<file path="config.mk">
export PLATFORM = sky130hd
export DESIGN_NAME = lcd_hex_sequencer
export DESIGN_NICKNAME = d
export VERILOG_FILES = /design/src/rtl/lcd_hex_sequencer.sv
export SDC_FILE = /design/constraint.sdc
export NUM_CORES = 1
export LEC_CHECK = 0
export BUFFER_PORTS_ARGS = -buffer_cell sky130_fd_sc_hd__buf_2
export CAP_MARGIN = 20
export CORE_MARGIN = 2
export CORE_UTILIZATION = 53
export DETAILED_ROUTE_END_ITERATION = 7
export PLACE_DENSITY = 0.73
export SETUP_SLACK_MARGIN = 0.1
export SLEW_MARGIN = 10
export SYNTH_ARGS = -nofsm -noshare
export SYNTH_HDL_FRONTEND = slang
export SYNTH_SLANG_ARGS = --single-unit
</file>
<file path="constraint.sdc">
create_clock -name clk -period 7.1 [get_ports clk]
set_clock_uncertainty 0.1 [all_clocks]
set_input_delay 0.71 -clock clk [delete_from_list [all_inputs] [get_ports clk]]
set_output_delay 0.71 -clock clk [all_outputs]
set_load 0.02 [all_outputs]
</file>
<file path="src/rtl/lcd_hex_sequencer.sv">
// lcd_hex_sequencer
//   Drives a 16x2 HD44780-style character LCD in write-only mode. After reset
//   it waits for the panel to power up, runs the four-command init sequence,
//   then shows each accepted 32-bit word as 8 uppercase hex characters at the
//   start of line 1. All bus timing (EN pulse width, settle times) lives here.
//
// Ports
//   clk, reset      : system clock, synchronous active-high reset
//   msg_valid/_data : display request; accepted whenever msg_ready is high
//   msg_ready       : equals init_done
//   busy            : high while initialising or writing a message
//   init_done       : init sequence complete, sticky until reset
//   LCD_DATA/RS/RW/EN : LCD bus (RW tied 0)
//   dbg_state       : current top-level FSM state, for observation only
//
// Handshake: a request transfers on any cycle where msg_valid && msg_ready.
// There is no back-pressure after init; while a message is being written,
// accepted requests land in a one-deep pending buffer (last value wins).
module lcd_hex_sequencer #(
  parameter int         EN_HIGH_CYC   = 16,
  parameter int         CMD_WAIT_CYC  = 2000,
  parameter int         CLR_WAIT_CYC  = 82000,
  parameter int         INIT_WAIT_CYC = 1000000,
  parameter logic [7:0] LINE_ADDR     = 8'h80
) (
  input  logic        clk,
  input  logic        reset,
  input  logic        msg_valid,
  input  logic [31:0] msg_data,
  output logic        msg_ready,
  output logic        busy,
  output logic        init_done,
  output logic [7:0]  LCD_DATA,
  output logic        LCD_RW,
  output logic        LCD_EN,
  output logic        LCD_RS,
  output logic [2:0]  dbg_state
);

  localparam logic [2:0] ST_PWR_WAIT = 3'd0;
  localparam logic [2:0] ST_INIT     = 3'd1;
  localparam logic [2:0] ST_IDLE     = 3'd2;
  localparam logic [2:0] ST_ADDR     = 3'd3;
  localparam logic [2:0] ST_CHAR     = 3'd4;

  localparam logic [1:0] PH_SETUP = 2'd0;
  localparam logic [1:0] PH_PULSE = 2'd1;
  localparam logic [1:0] PH_WAIT  = 2'd2;

  localparam logic [31:0] EN_LAST   = 32'(EN_HIGH_CYC - 1);
  localparam logic [31:0] CMD_LAST  = 32'(CMD_WAIT_CYC - 1);
  localparam logic [31:0] CLR_LAST  = 32'(CLR_WAIT_CYC - 1);
  localparam logic [31:0] INIT_LAST = 32'(INIT_WAIT_CYC - 1);

  logic [2:0]  state_q, state_d;
  logic [1:0]  phase_q, phase_d;
  logic [31:0] cnt_q, cnt_d;
  logic [2:0]  idx_q, idx_d;
  logic [31:0] work_q, work_d;
  logic [31:0] pend_q, pend_d;
  logic        pend_vld_q, pend_vld_d;
  logic        init_done_q, init_done_d;
  logic [7:0]  lcd_data_q, lcd_data_d;
  logic        lcd_rs_q, lcd_rs_d;
  logic        lcd_en_q, lcd_en_d;

  logic        xfer_done;
  logic        nxt_xfer;
  logic [31:0] wait_last;

  function automatic logic [7:0] hex_char(input logic [3:0] n);
    logic [7:0] c;
    case (n)
      4'h0: c = 8'h30;  4'h1: c = 8'h31;  4'h2: c = 8'h32;  4'h3: c = 8'h33;
      4'h4: c = 8'h34;  4'h5: c = 8'h35;  4'h6: c = 8'h36;  4'h7: c = 8'h37;
      4'h8: c = 8'h38;  4'h9: c = 8'h39;  4'hA: c = 8'h41;  4'hB: c = 8'h42;
      4'hC: c = 8'h43;  4'hD: c = 8'h44;  4'hE: c = 8'h45;  default: c = 8'h46;
    endcase
    return c;
  endfunction

  // Byte carried by the transaction for a given state/index/word.
  // Characters go most-significant nibble first: idx 0 -> word[31:28].
  function automatic logic [7:0] xfer_byte(input logic [2:0]  st,
                                           input logic [2:0]  idx,
                                           input logic [31:0] word);
    logic [7:0]  b;
    logic [2:0]  sel;
    logic [31:0] sh;
    b   = 8'h00;
    sel = 3'd7 - idx;
    sh  = word >> {sel, 2'b00};
    case (st)
      ST_INIT: begin
        case (idx)
          3'd0:    b = 8'h38;
          3'd1:    b = 8'h0C;
          3'd2:    b = 8'h01;
          default: b = 8'h06;
        endcase
      end
      ST_ADDR: b = LINE_ADDR;
      ST_CHAR: b = hex_char(sh[3:0]);
      default: b = 8'h00;
    endcase
    return b;
  endfunction

  // Clear Display needs the long settle; the latched bus byte identifies it.
  assign wait_last = (!lcd_rs_q && lcd_data_q == 8'h01) ? CLR_LAST : CMD_LAST;

  always_comb begin
    state_d     = state_q;
    phase_d     = phase_q;
    cnt_d       = cnt_q;
    idx_d       = idx_q;
    work_d      = work_q;
    pend_d      = pend_q;
    pend_vld_d  = pend_vld_q;
    init_done_d = init_done_q;
    xfer_done   = 1'b0;

    // Shared SETUP -> PULSE -> WAIT timing for every bus byte.
    if (state_q == ST_INIT || state_q == ST_ADDR || state_q == ST_CHAR) begin
      case (phase_q)
        PH_SETUP: begin
          phase_d = PH_PULSE;
          cnt_d   = '0;
        end
        PH_PULSE: begin
          if (cnt_q == EN_LAST) begin
            phase_d = PH_WAIT;
            cnt_d   = '0;
          end else begin
            cnt_d = cnt_q + 32'd1;
          end
        end
        default: begin
          if (cnt_q == wait_last) begin
            xfer_done = 1'b1;
            cnt_d     = '0;
          end else begin
            cnt_d = cnt_q + 32'd1;
          end
        end
      endcase
    end

    case (state_q)
      ST_PWR_WAIT: begin
        if (cnt_q == INIT_LAST) begin
          state_d = ST_INIT;
          idx_d   = 3'd0;
          phase_d = PH_SETUP;
          cnt_d   = '0;
        end else begin
          cnt_d = cnt_q + 32'd1;
        end
      end
      ST_INIT: begin
        if (xfer_done) begin
          if (idx_q == 3'd3) begin
            state_d     = ST_IDLE;
            init_done_d = 1'b1;
          end else begin
            idx_d   = idx_q + 3'd1;
            phase_d = PH_SETUP;
          end
        end
      end
      ST_IDLE: begin
        if (msg_valid && init_done_q) begin
          work_d  = msg_data;
          state_d = ST_ADDR;
          phase_d = PH_SETUP;
          cnt_d   = '0;
        end
      end
      ST_ADDR: begin
        if (msg_valid) begin
          pend_d     = msg_data;
          pend_vld_d = 1'b1;
        end
        if (xfer_done) begin
          state_d = ST_CHAR;
          idx_d   = 3'd0;
          phase_d = PH_SETUP;
        end
      end
      ST_CHAR: begin
        if (xfer_done && idx_q == 3'd7) begin
          // Message complete: chain straight into the next one if any value
          // is waiting, so busy never drops between back-to-back messages.
          if (pend_vld_q) begin
            work_d     = pend_q;
            pend_vld_d = msg_valid;
            if (msg_valid) pend_d = msg_data;
            state_d    = ST_ADDR;
            phase_d    = PH_SETUP;
          end else if (msg_valid) begin
            work_d  = msg_data;
            state_d = ST_ADDR;
            phase_d = PH_SETUP;
          end else begin
            state_d = ST_IDLE;
          end
        end else begin
          if (msg_valid) begin
            pend_d     = msg_data;
            pend_vld_d = 1'b1;
          end
          if (xfer_done) begin
            idx_d   = idx_q + 3'd1;
            phase_d = PH_SETUP;
          end
        end
      end
      default: begin
        state_d = ST_PWR_WAIT;
        cnt_d   = '0;
      end
    endcase

    // Bus outputs are registered from next-state values so they line up
    // exactly with the phase they belong to, and hold through WAIT.
    nxt_xfer   = (state_d == ST_INIT || state_d == ST_ADDR || state_d == ST_CHAR);
    lcd_data_d = lcd_data_q;
    lcd_rs_d   = lcd_rs_q;
    if (nxt_xfer) begin
      lcd_data_d = xfer_byte(state_d, idx_d, work_d);
      lcd_rs_d   = (state_d == ST_CHAR);
    end
    lcd_en_d = nxt_xfer && (phase_d == PH_PULSE);
  end

  always_ff @(posedge clk) begin
    if (reset) begin
      state_q     <= ST_PWR_WAIT;
      phase_q     <= PH_SETUP;
      cnt_q       <= '0;
      idx_q       <= '0;
      work_q      <= '0;
      pend_q      <= '0;
      pend_vld_q  <= 1'b0;
      init_done_q <= 1'b0;
      lcd_data_q  <= '0;
      lcd_rs_q    <= 1'b0;
      lcd_en_q    <= 1'b0;
    end else begin
      state_q     <= state_d;
      phase_q     <= phase_d;
      cnt_q       <= cnt_d;
      idx_q       <= idx_d;
      work_q      <= work_d;
      pend_q      <= pend_d;
      pend_vld_q  <= pend_vld_d;
      init_done_q <= init_done_d;
      lcd_data_q  <= lcd_data_d;
      lcd_rs_q    <= lcd_rs_d;
      lcd_en_q    <= lcd_en_d;
    end
  end

  assign init_done = init_done_q;
  assign msg_ready = init_done_q;
  assign busy      = (state_q != ST_IDLE);
  assign LCD_DATA  = lcd_data_q;
  assign LCD_RS    = lcd_rs_q;
  assign LCD_EN    = lcd_en_q;
  assign LCD_RW    = 1'b0;
  assign dbg_state = state_q;

endmodule

</file>
Word level (Yosys, flattened, before mapping). Memory sizes are Yosys's and may differ from the RTL's. Index checks and enable logic that the tools add are counted.

Input bits: 35. ROM bits: 112. Register bits: 116. Word-level logic and storage cells: 106. Memories kept: 1. Output and inout port bits: 17.

Memories: (no name shown) (depth 16, width 7, rd ports 1, clocked after memory_dff 0, write ports 0, RTL line 73) `case (n)`.

Reduce and logical (&&, ||, !) cells: 17. Equality and inequality tests: 19. Multiplexer cells: 54. Add/subtract/negate cells: 3. Shift-type cells: 1.

Operator list (number): two-way mux 32 bit (12); one-hot mux 32 bit (2 select lines) (3); one-hot mux 32 bit (3 select lines) (1); two-way mux 3 bit (12); adder 32 x 1 -> 32 bit, second input constant (1); equality test 32 x 17 -> 1 bit (1); equality test 32 x 20 -> 1 bit, second input constant (1); equality test 32 x 4 -> 1 bit, second input constant (1); >> shifter 32 x 5 -> 4 bit (1); one-hot mux 8 bit (3 select lines) (1); two-way mux 2 bit (10); one-hot mux 6 bit (3 select lines) (1); two-way mux 17 bit (1); equality test 3 x 2 -> 1 bit, second input constant (5); one-hot mux 3 bit (5 select lines) (1); one-hot mux 3 bit (4 select lines) (1); one-hot mux 2 bit (5 select lines) (1); equality test 3 x 1 -> 1 bit, second input constant (3); equality test 3 bit, second input constant (3); equality test 8 x 1 -> 1 bit, second input constant (1); two-way mux 1 bit (8); zero test 3 bit (2); equality test 2 x 1 -> 1 bit, second input constant (2); logical AND 1 bit (4); 14 further kinds (17).

Longest topological paths before layout.
Depth after elaboration: 14. Depth in mapped cells: 19. Depth with buffers taken out: 19.

Worst setup path before layout. No wires, ideal clock.

Path kind: flip-flop to flip-flop. Start point: register lcd_data_q[0], in the netlist LCD_DATA[0]. End point: register lcd_data_q[0], in the netlist LCD_DATA[0]. Data required time: 6868 ps. Path buffers: 0. Setup time: 132 ps. Data arrival time: 4112 ps. Cell stages (with the launch flop): 18. Slack: 2756 ps. Clock period less this slack: 4344 ps. Cell sequence: dfxtp_1 -> nor4b_1 -> nand4_1 -> a211oi_1 -> nand2_1 -> ha_1 -> nand2_1 -> o21ai_0 -> o311ai_0 -> o211ai_1 -> nor2_1 -> nor2_1 -> o32ai_1 -> nor3_1 -> ha_1 -> or3b_1 -> a31oi_1 -> nor4_2.

Cells in the longest elaborated chain, start to end: 14. Elaborated cells on any way between the ends: 32. Classes of those cells: add/sub (1); eq/ne (7); shift (1); mux (17); reduce/logical (5); memory (1).

RTL lines: start, declared (RTL line 63) `logic [7:0] lcd_data_q, lcd_data_d;`; start signal, assigned (RTL line 258) `lcd_data_q <= lcd_data_d;`; equality test 8 x 1 -> 1 bit (*) (RTL line 110) `assign wait_last = (!lcd_rs_q && lcd_data_q == 8'h01) ? CLR_LAST : CMD_LAST;`; logical AND 1 bit (*) (RTL line 110); two-way mux 17 bit (*) (RTL line 110); equality test 32 x 17 -> 1 bit (*) (RTL line 139) `if (cnt_q == wait_last) begin`; two-way mux 1 bit (*) (RTL line 139); two-way mux 1 bit (*) (RTL line 125) `case (phase_q)`; two-way mux 1 bit (*) (RTL line 124) `if (state_q == ST_INIT || state_q == ST_ADDR || state_q == ST_CHAR) begin`; two-way mux 3 bit / logical AND 1 bit (equally long branches) (RTL line 212, 191); two-way mux 3 bit (RTL line 191) `if (xfer_done && idx_q == 3'd7) begin`; one-hot mux 3 bit (4 select lines) (RTL line 149) `case (state_q)`; subtractor 3 bit (RTL line 91) `sel = 3'd7 - idx;`; >> shifter 32 x 5 -> 4 bit (RTL line 92) `sh = word >> {sel, 2'b00};`; memory read (16 x 7 bit); one-hot mux 8 bit (3 select lines) (RTL line 93) `case (st)`.

Mark *: on every way between the ends. The rest lies on a longest branch, timed or not. A chain may end at the register's enable or synchronous reset.

Worst setup path in the final report.
Start point: register lcd_data_q[1], in the netlist LCD_DATA[1]. End point: register lcd_data_q[0], in the netlist LCD_DATA[0].

Same word-level chain as after synthesis.

==> flow_summary.toml <==
[status]
status = "completed"

[critical_path]
cp-start-kind = "register"
critPathMaxFanout = 7
slowest_stage = "nor4b_1"
arrival_ns = 5.40
r2r_slack_ns = 1.87
max_stage_delay_ns = 0.79
path_cells = "nor4b_1, nand4_1, a211oi_1, nand2_1, ha_1, nand2_1, o21ai_0, o311ai_0, o211ai_1, nor2_1, nor2_1, nor4_1, nor3_1, ha_1, or3b_1, a31oi_1, nor4_2"
cp.required_ns = 7.27
crit_type = "reg2reg"
endpoint_kind = "register"

[floorplan]
num_io_pins = 52
start_util = 0.5460
dieWidth_um = 115.5
rows = 40
die_area_um2 = 13330
fp.dieH_um = 115.5
core_um2 = 12060

[clocking]
cts_root_buffer = "clkbuf_16"
ctsHoldBuffers = 0
cts.sinks = 115
clockBufferDepth = 2
clock_latency_ns = 0.41
path_clk_slew_ns = 0.06
post_cts_buffers = 0
numCtsBuffers = 17
htreeDepth = 4
tritoncts = "built"
cts.repair.resized = 0

[layout]
layout.cells.non_filler = 1084
syn_to_final_growth_pct = 15.11
mostFrequentLayoutCell = "nand2_1"
final_cell_mix = "nand2_1, dfxtp_1, nor2_1"
fin_util = 0.6284
seq_area_um2 = 2303
fillCellCount = 1052
diodes = 0
multiInputGateArea_um2 = 4014
drive_above_1_share = 0.1190
nets = 946

[timing]
fmax_mhz = 191.1
fin_crit_sh = 0.7369
rsz0062_at_grt = "false"
finalSetupViolations = 0
layout_setup_ws_ns = 1.868
relSlewSlack = 0.2388
tns_ns = 0
slew_viol_final = 0
min_period_ns = 5.232
tightest_slew_ns = 1.142
timing_hold_violations_final = 0

[placement]
dp_slack_ns = 2.056
dpl.cell_count = 1051
place_hpwl_mm = 12.17
portBuffers = 50
gp_congestion = 0.9831

[global_route]
antenna_found_initial = 0
grt_pass1_vias = 6279
grt_max_degree = 70
overflow = 0
grt_usage = 0.2879
grt_pass1_wl_mm = 30.64

[run]
maxCapViolCount = 0

[route]
dr.first_iter.drc_count = 704
drt_wl_total_mm = 18.76
vias_per_cell = 6.185
antenna_left = 0
drcViolationCount = 0
first_pass_iters = 6
detail_route.wl_per_cell_um = 17.30
vias = 6705

[hold_path]
hold_path.class = "reg2reg"

[power_and_ir_drop]
power.total_uw = 1689
power_density_nw_per_um2 = 222.8
peakVddDrop_uv = 133.2
p_leak_uw = 0.002866

[yosys]
synth-compound-area-share = 0.2265
synth_area_per_cell_um2 = 7.466
seq_area_frac_synth = 0.3496
synth_seq_cells = 115
synth-adder-area-share = 0.01520
synth.top_cell.area_share = 0.3496
yosysWarningCount = 0
syn_area_um2 = 6585
synthSimpleGateAreaFrac = 0.2903
synthXorXnorAreaFrac = 0.001330
syn_inst = 882
synth_nets = 925
synthTopCellsByArea = "dfxtp_1, nand2_1, mux2i_1, a21oi_1, nor2_1"
synth_edf_count = 0
async_flop_share = 0
ys.flop_type = "dfxtp_1"
synth.largest_area_cell = "dfxtp_1"
synth_top_family_by_area = "simple AND/OR/NAND/NOR gates"
ys_types = 68
synth_mux_area_frac = 0.07353
-- synthesized netlist by cell type (7+ instances only) --
| cell | count |
|---|---|
| nand2_1 | 147 |
| dfxtp_1 | 115 |
| nor2_1 | 102 |
| a21oi_1 | 85 |
| o21ai_0 | 57 |
| clkbuf_1 | 50 |
| mux2i_1 | 45 |
| and2_1 | 34 |
| nand3_1 | 21 |
| a221oi_1 | 20 |
| nor3_1 | 18 |
| nor4_1 | 17 |
| and3_1 | 16 |
| inv_1 | 12 |
| o211ai_1 | 11 |
| a22oi_1 | 10 |
| ha_1 | 8 |
| nand4_1 | 8 |
| a31oi_1 | 7 |
| nor3b_1 | 7 |
-- registers in the layout, indices dropped and copies added (netlist names) --
register    cells
init_done       1
LCD_RS          1
pend_q         32
LCD_EN          1
dbg_state       3
work_q         32
pend_vld_q      1
idx_q           3
LCD_DATA        7
phase_q         2
cnt_q          32
-- cell families after synthesis --
| kind of cell | Yosys count |
|---|---|
| xor+xnor | 1 |
| mux | 48 |
| fa+ha+maj | 8 |
| simple gates | 403 |
| buf+inv | 71 |
| flops | 115 |
| compound gates | 235 |
| other cells | 1 |
-- final cells by class --
class                      count  area share
clock inverter                 9     0.02625
tap                          168     0.02773
sequential                   115      0.3039
inverter                      12    0.005943
multi-input combinational    696      0.5295
clock buffer                  23     0.06306
timing repair buffer          61     0.04358
-- critical path, delay by kind of cell (launching register included) --
| kind | cells | cell delay, ns |
|---|---|---|
| fa+ha+maj | 2 | 0.54 |
| simple gates | 10 | 2.74 |
| compound gates | 5 | 1.37 |
| flops | 1 | 0.32 |
-- where the power goes --
group / internal, µW / switching (µW) / total (µW)
registers: 647 / 1.40 / 649
clock network: 686 / 303 / 988
logic: 19.5 / 32.1 / 51.7
-- through the flow --
stage,hold slack (ns),instance area (µm²)
2_1_floorplan,0.3364,6585
5_1_grt,0.3677,7580
3_5_place_dp,0.3467,6898
4_1_cts,0.3534,7575
3_3_place_gp,0.3419,6898
6_report,0.3513,7580
-- path summary, 6_finish.rpt --
path,cells past startpoint,start,endpoint
worst max-delay path,17,LCD_DATA[1]$_SDFFE_PP0P_,LCD_DATA[0]$_SDFFE_PP0P_
worst min-delay path,2,pend_q[9]$_SDFFE_PP0P_,pend_q[9]$_SDFFE_PP0P_
worst max register to register,17,LCD_DATA[1]$_SDFFE_PP0P_,LCD_DATA[0]$_SDFFE_PP0P_
worst min register to register,2,pend_q[9]$_SDFFE_PP0P_,pend_q[9]$_SDFFE_PP0P_
-- per-layer routing --
layer | vias up | global-route usage | wire length, µm
met5 | - | 0 | 0
met4 | 0 | 0.1149 | 339
met3 | 31 | 0.05753 | 1359
met2 | 274 | 0.4499 | 8741
met1 | 3186 | 0.3918 | 8318
li1 | 3214 | - | -
Note: power is estimated with default switching activity, not from simulation.
